`src/rtl/fetch_unit.sv`:
```
// Purpose  : instruction-fetch stage; loadable program memory walked by a pc, words issued to execute.
// Latency  : 1 cycle from FETCH to instr_valid; then 1 word/cycle; a taken jump costs a 1-cycle bubble.
// Backpress: instr_ready low with instr_valid high holds instruction, immediate_input and pc stable.
//
// Optional feature macro: FETCH_WRAP_EN
//   defined   -> pc wraps DEPTH-1 -> 0 and fetch runs forever (HALT never entered from ISSUE)
//   undefined -> a non-jump transfer of the word at DEPTH-1 halts the unit (pc reads 0 in HALT)
//
// Ports:
//   clk, rst_n                 clock, synchronous active-low reset (memory is not cleared)
//   start                      begin execution at address 0; honoured in IDLE/HALT only
//   prog_we/prog_addr/prog_data program memory write port, active in every state
//   jump_en/jump_addr          redirect, sampled only on a transfer edge
//   instr_ready                execute stage accepts the presented word
//   instruction/immediate_input/instr_valid   presented word and its valid
//   pc                         address of the next word to be fetched
//   halted                     HALT state indicator
// DEPTH must equal 2**ADDR_W.

module fetch_unit #(
  parameter int ADDR_W = 4,
  parameter int DEPTH  = 16,
  parameter int OP_W   = 4,
  parameter int IMM_W  = 8
) (
  input  logic                  clk,
  input  logic                  rst_n,
  input  logic                  start,
  input  logic                  prog_we,
  input  logic [ADDR_W-1:0]     prog_addr,
  input  logic [OP_W+IMM_W-1:0] prog_data,
  input  logic                  jump_en,
  input  logic [ADDR_W-1:0]     jump_addr,
  input  logic                  instr_ready,
  output logic [OP_W-1:0]       instruction,
  output logic [IMM_W-1:0]      immediate_input,
  output logic                  instr_valid,
  output logic [ADDR_W-1:0]     pc,
  output logic                  halted
);

  localparam int WORD_W = OP_W + IMM_W;

  typedef enum logic [1:0] {
    S_IDLE  = 2'd0,
    S_FETCH = 2'd1,
    S_ISSUE = 2'd2,
    S_HALT  = 2'd3
  } state_t;

  state_t state, state_nxt;

  logic [WORD_W-1:0] mem [DEPTH];
  logic [WORD_W-1:0] rd_word;
  logic              xfer;
  logic              end_of_prog;

  logic [ADDR_W-1:0] pc_nxt;
  logic              valid_nxt;
  logic              halted_nxt;
  logic              word_ld;

  // Combinational read; the write below is non-blocking, so a same-edge
  // write to the address being fetched hands out the old word.
  assign rd_word = mem[pc];
  assign xfer    = instr_valid & instr_ready;

  // In ISSUE pc already points one past the presented word, so pc==0 means
  // the presented word came from address DEPTH-1.
`ifdef FETCH_WRAP_EN
  assign end_of_prog = 1'b0;
`else
  assign end_of_prog = (pc == '0);
`endif

  // Program memory write port: no reset, active in every state.
  always_ff @(posedge clk) begin
    if (prog_we) begin
      mem[prog_addr] <= prog_data;
    end
  end

  // State register
  always_ff @(posedge clk) begin
    if (!rst_n) begin
      state <= S_IDLE;
    end else begin
      state <= state_nxt;
    end
  end

  // Next-state logic
  always_comb begin
    state_nxt = state;
    case (state)
      S_IDLE:  if (start) state_nxt = S_FETCH;
      S_FETCH: state_nxt = S_ISSUE;
      S_ISSUE: begin
        if (xfer) begin
          // A jump on the last word wins over end-of-program.
          if (jump_en)          state_nxt = S_FETCH;
          else if (end_of_prog) state_nxt = S_HALT;
        end
      end
      S_HALT:  if (start) state_nxt = S_FETCH;
      default: state_nxt = S_IDLE;
    endcase
  end

  // Output logic: next values of the registered outputs
  always_comb begin
    pc_nxt     = pc;
    valid_nxt  = instr_valid;
    halted_nxt = halted;
    word_ld    = 1'b0;
    case (state)
      S_IDLE: begin
        valid_nxt = 1'b0;
        if (start) pc_nxt = '0;
      end
      S_FETCH: begin
        word_ld   = 1'b1;
        pc_nxt    = pc + ADDR_W'(1);
        valid_nxt = 1'b1;
      end
      S_ISSUE: begin
        if (xfer) begin
          if (jump_en) begin
            valid_nxt = 1'b0;
            pc_nxt    = jump_addr;
          end else if (end_of_prog) begin
            valid_nxt  = 1'b0;
            halted_nxt = 1'b1;
          end else begin
            word_ld = 1'b1;
            pc_nxt  = pc + ADDR_W'(1);
          end
        end
      end
      S_HALT: begin
        valid_nxt = 1'b0;
        if (start) begin
          halted_nxt = 1'b0;
          pc_nxt     = '0;
        end
      end
      default: valid_nxt = 1'b0;
    endcase
  end

  // Output / datapath registers
  always_ff @(posedge clk) begin
    if (!rst_n) begin
      pc              <= '0;
      instruction     <= '0;
      immediate_input <= '0;
      instr_valid     <= 1'b0;
      halted          <= 1'b0;
    end else begin
      pc          <= pc_nxt;
      instr_valid <= valid_nxt;
      halted      <= halted_nxt;
      if (word_ld) begin
        instruction     <= rd_word[WORD_W-1 -: OP_W];
        immediate_input <= rd_word[IMM_W-1:0];
      end
    end
  end

endmodule

```
`config.mk`:
```
export PLATFORM = sky130hd
export DESIGN_NAME = fetch_unit
export DESIGN_NICKNAME = d
export VERILOG_FILES = /design/src/rtl/fetch_unit.sv
export SDC_FILE = /design/constraint.sdc
export NUM_CORES = 1
export LEC_CHECK = 0
export ABC_AREA = 1
export BUFFER_PORTS_ARGS = -buffer_cell sky130_fd_sc_hd__buf_4
export CORE_MARGIN = 5
export CORE_UTILIZATION = 40
export CTS_CLUSTER_SIZE = 24
export DETAILED_ROUTE_END_ITERATION = 6
export PLACE_DENSITY = 0.57
export SLEW_MARGIN = 20
export SYNTH_ARGS = -nofsm -noshare
export SYNTH_HDL_FRONTEND = slang
export SYNTH_SLANG_ARGS = --single-unit
```
`constraint.sdc`:
```
create_clock -name clk -period 3.2 [get_ports clk]
set_input_delay 0.16 -clock clk [delete_from_list [all_inputs] [get_ports clk]]
set_output_delay 0.16 -clock clk [all_outputs]
set_load 0.05 [all_outputs]
```
Word-level counts from Yosys, hierarchy flattened
Memory sizes are Yosys's and may differ from the RTL's. A register that Yosys moved wholly into a read port is not among the register bits.
Index checks and enable logic that the tools add are counted.
{"block": "op_classes", "addsub": 1, "eq_ne": 10, "mux": 25, "bitwise": 1, "n_reduce_logical": 9}
{"operator": "$mux 4", "n": 4}
{"operator": "$mux 1", "n": 12}
{"operator": "$pmux 4 s3", "n": 1}
{"operator": "$mux 2", "n": 4}
{"operator": "$ne 2x2->1 const B", "n": 4}
{"operator": "$ne 3x3->1 const B", "n": 2}
{"operator": "$pmux 2 s3", "n": 1}
{"operator": "$reduce_and 3->1", "n": 2}
{"operator": "$reduce_and 5->1", "n": 1}
{"operator": "$add 4x1->4 const B", "n": 1}
{"operator": "$eq 2x2->1 const B", "n": 2}
{"operator": "$logic_not 4->1", "n": 1}
{"operator": "$pmux 1 s2", "n": 2}
{"operator": "$pmux 1 s3", "n": 1}
{"operator": "$eq 2x1->1 const B", "n": 1}
{"operator": "$logic_not 2->1", "n": 1}
{"operator": "$ne 2x1->1 const B", "n": 1}
{"operator": "$reduce_and 2->1", "n": 1}
{"operator": "$reduce_bool 2->1", "n": 1}
{"operator": "$reduce_or 2->1", "n": 1}
{"operator": "$and 1x1->1", "n": 1}
{"operator": "$logic_not 1->1", "n": 1}
{"block": "word_totals", "regBits": 8, "ramBits": 192, "inputBits": 26, "output_inout_bits": 18, "n_memories": 1}
{"memory": "mem", "depth": 16, "width": 12, "read_ports": 1, "rd_clocked_by_memory_dff": 1, "write_ports": 1, "line_no": "53", "text": "logic [WORD_W-1:0] mem [DEPTH];"}

Depth between registers and ports, before layout
{"block": "depth", "ltp_word": 5, "depth_mapped": 14, "depth_no_buf": 11}

Least setup slack after synthesis
No wires, ideal clock.
{"block": "synth_timing", "kind": "reg2reg", "start": "reg pc[1]", "end": "reg immediate_input[1] (read register of mem)", "setup_time_ns": 0.109, "arrival_time_ns": 2.078, "t_required_ns": 3.091, "slack_ns": 1.013, "stages_incl_launch_ff": 15, "n_path_buf": 4, "synth_period_minus_slack_ns": 2.187, "path_cell_list": "dfxtp_1 -> buf_2 -> inv_1 -> buf_4 -> buf_2 -> ha_1 -> nand3_2 -> nand3b_1 -> nand2_1 -> nand2_2 -> inv_2 -> buf_6 -> nand3_1 -> nand2_1 -> inv_1"}
{"block": "synth_between", "elab_chain_len": 5}
{"item": "start, declared", "line_no": "38", "text": "output logic [ADDR_W-1:0] pc,"}
{"item": "start signal, assigned", "line_no": "160", "text": "pc <= pc_nxt;"}
{"item": "$logic_not 4->1", "line_no": "73", "text": "assign end_of_prog = (pc == '0);"}
{"item": "$mux 1", "line_no": "131", "text": "end else if (end_of_prog) begin"}
{"item": "$mux 1", "line_no": "128", "text": "if (jump_en) begin"}
{"item": "$mux 1", "line_no": "127", "text": "if (xfer) begin"}
{"item": "$pmux 1 s2", "line_no": "116", "text": "case (state)"}
{"item": "end, declared", "line_no": "36", "text": "output logic [IMM_W-1:0] immediate_input,"}
Several ways; a longest one is shown, not always the timed one.
A chain may end at the register's enable or synchronous reset.

Worst setup path in the final report
{"block": "layout_timing", "start": "reg state[0]", "end": "reg pc[0]"}
{"block": "layout_between", "elab_chain_len": 4, "word_cells_on_any_way": 10, "cone_classes": "eq/ne (6); mux (1); reduce/logical (3)"}
{"item": "start, declared", "line_no": "51", "text": "state_t state, state_nxt;"}
{"item": "start signal, assigned", "line_no": "88", "text": "state <= state_nxt;"}
{"item": "$eq 2x2->1 / $logic_not 2->1 (equally long branches)", "line_no": "116"}
{"item": "$reduce_or 2->1 (no source line)"}
{"item": "$ne 2x1->1 (no source line)"}
{"item": "$reduce_and 3->1 (no source line)"}
Several ways; a longest one is shown, not always the timed one.

==> impl_metrics.toml <==
[drt]
drt_iter0_markers = 574
num_vias = 6298
wl_um = 22400
routed_via_density = 4.92
ant_nets = 0
drc = 0
wl_per_cell_um = 17.5
first_pass_iters = 6

[timing]
fin_skew_ns = 0.00529
timing.fmax_mhz = 453
layout_min_cycle_time_ns = 2.21
slew_viol_final = 0
maxSlewHeadroom_pct = 44.1
worstMarginPinSlew_ns = 0.839
hold_viol = 0
hold_ws_ns = 0.0176
period_share_pct = 68.9
fin_ws_ns = 0.995
totalNegativeSetupSlack_ns = 0
finalSetupViolations = 0
rsz0062_at_grt = "false"

[yosys]
synth_area_um2 = 9200
async_reset_ff_share_pct = 0
ys_seq_area_share_pct = 67.0
ys_ff_latch = 212
synthDistinctLibCells = 28
syn_nets = 946
synthFlopType = "edfxtp_1"
synth-edff-count = 192
postSynthAreaPerCell_um2 = 10.1
yosysWarningCount = 0
syn_inst = 915

[clock_tree]
htreeDepth = 1
cts_buffers = 23
clk_pin_slew_ns = 0.06
post_cts_resized = 0
clockBufferDepth = 3
clockRootBuffer = "clkbuf_16"
clkLatencyLatePin_ns = 0.50
tritoncts = "yes"
clock-sinks = 212

[critical_path]
cp.arrival_ns = 2.58
crit_type = "reg -> reg"
critPathLaunch = "state[0]"
reg2reg_depth = 10
cp.required_ns = 3.58
crit_chain = "inv_1 -> ha_1 -> inv_2 -> nor2_4 -> inv_1 -> nor2_1 -> nor2_2 -> o21ai_0 -> a31oi_1 -> dlygate4sd3_1"
crit_path_start_kind = "register"
r2r_slack_ns = 0.99
worst_r2r_endpoint = "pc[0]"
end_kind = "register"
critPathMaxStageDelay_ns = 0.57
crit_path_top_delay_cell = "dlygate4sd3_1"
crit_fanout = 8
critPathCapture = "pc[0]"
crit_top_cell = "inv_1"
r2r-start = "state[0]"

[floorplan]
fp-row-count = 55
pin_count = 44
core_um2 = 22600
fp.dieW_um = 162
start_util_pct = 40.6
die_area_um2 = 26100
dieHeight_um = 162

[global_route]
overflow = 0
grt_pass1_vias = 5896
groute.usage.overall_pct = 17.2
grt_pass1_wl_um = 35100
grt_max_degree = 101
antenna_found_initial = 0

[status]
status = "complete, no violations"

[layout]
stdcell_count = 1281
post-route-util_pct = 47.3
drive_above_1_share_pct = 11.1
final_nets = 1012
syn_to_final_growth_pct = 16.4
num-fill-cells = 2043
num_antenna_cells = 0

[power]
p_leak_nw = 4.52
power_density_nw_per_um2 = 806
irDropWorstVdd_v = 0.000575

[placement]
port_buffers = 43
gp_congestion = 0.856
post-place-cells = 1224
detailedPlace.worstSlack_ns = 1.05
hpwlAfterDp_um = 12500

[hold_path]
min_from = "start"
hold_class = "in -> reg"

[flow_run]
cap_violations = 0
[synthesized netlist by cell type (4+ instances only)]
master | count | area share (%)
nand2_1 | 316 | 13
edfxtp_1 | 192 | 63
nor2_1 | 22 | 0.90
a21oi_1 | 15 | 0.82
nand3_1 | 134 | 7.3
ha_1 | 5 | 0.68
o21ai_0 | 9 | 0.49
buf_1 | 5 | 0.20
dfxtp_1 | 20 | 4.4
nand4_1 | 4 | 0.27
buf_2 | 13 | 0.71
inv_1 | 134 | 5.5
clkbuf_1 | 13 | 0.53
buf_4 | 7 | 0.57
buf_6 | 4 | 0.49
[cells in the final DEF, fill, tap and decap left out, types with 2 or more instances in the layout]
| master | n |
|---|---|
| ha_1 | 5 |
| a21oi_1 | 15 |
| nand3_1 | 134 |
| buf_4 | 65 |
| a21oi_2 | 3 |
| inv_1 | 134 |
| clkbuf_16 | 23 |
| a31oi_1 | 3 |
| clkinv_1 | 2 |
| clkinv_2 | 4 |
| nand3_2 | 2 |
| nand3b_1 | 3 |
| o21ai_0 | 9 |
| clkbuf_1 | 8 |
| dfxtp_1 | 18 |
| nand4_1 | 4 |
| edfxtp_1 | 192 |
| nor2_1 | 22 |
| dlygate4sd3_1 | 16 |
| nand2_1 | 316 |
| inv_2 | 3 |
| clkbuf_8 | 2 |
[stage by stage]
step	power, mW	cell area [um2]
3_5_place_dp	6.21	9830
5_1_grt	9.18	10700
6_report	8.64	10700
2_1_floorplan	5.41	9200
4_1_cts	8.69	10700
3_3_place_gp	6.22	9830
[registers in the layout (all words and copies together) (netlist names)]
signal	count
instr_valid	1
immediate_input	8
state	2
halted	1
instruction	4
pc	4
mem	192
[power by group]
part | internal, mW | total [mW] | leakage [nW] | switching, mW
combinational | 0.837 | 2.94 | 2.29 | 2.11
clock | 1.45 | 2.44 | 0.340 | 0.996
sequential | 3.17 | 3.25 | 1.90 | 0.0816
[worst min-delay path by stage]
| stage | endpoint | slack (ns) | cells past startpoint |
|---|---|---|---|
| 5_1_grt | pc[1] | 0.03 | 3 |
| 2_1_floorplan | mem[0][0] | 0.26 | 0 |
| 4_1_cts | halted | 0.007 | 4 |
| 6_report | halted | 0.02 | 4 |
| 3_5_place_dp | halted | 0.45 | 2 |
| 3_3_place_gp | pc[0] | 0.45 | 3 |
[cell families (layout without fill, tap and decap cells)]
family	after synthesis	in the layout	synth area share [%]
xor+xnor	1	1	0.0952
simple gates	486	486	22.2
fa+ha+maj	5	5	0.680
compound gates	31	31	1.85
flops	212	212	67.0
buf+inv	180	261	8.16
[critical path, delay by kind of cell (launching register included)]
kind                     cells  cell delay, ns
buffers and inverters        4            0.81
AND/OR/NAND/NOR              3            0.42
AO/OA/AOI/OAI                2            0.23
flip-flops                   1            0.33
adder cells (fa/ha/maj)      1            0.28
[area by class of cell]
cell class,count,area [um2],share of cell area [%]
Clock inverter,7,57.6,0.537
Clock buffer,33,633,5.91
Tap cell,285,357,3.33
Sequential cell,212,6170,57.6
Multi-Input combinational cell,523,2280,21.3
Inverter,138,520,4.86
Timing Repair Buffer,83,687,6.41
[per-layer routing]
| layer | vias up | global-route usage (%) | routed length [um] |
|---|---|---|---|
| li1 | 3105 | - | - |
| met1 | 3017 | 26.7 | 11200 |
| met2 | 159 | 26.0 | 9700 |
| met3 | 17 | 2.72 | 1200 |
| met4 | 0 | 3.27 | 285 |
| met5 | - | 0 | 0 |
[what timing repair did]
item                       in CTS  in global routing
buffers inserted                0                  0
hold endpoints to repair      189                  0
setup endpoints to repair       0                  0
hold buffers                   16                  0
Note: power is estimated with default switching activity, not from simulation.
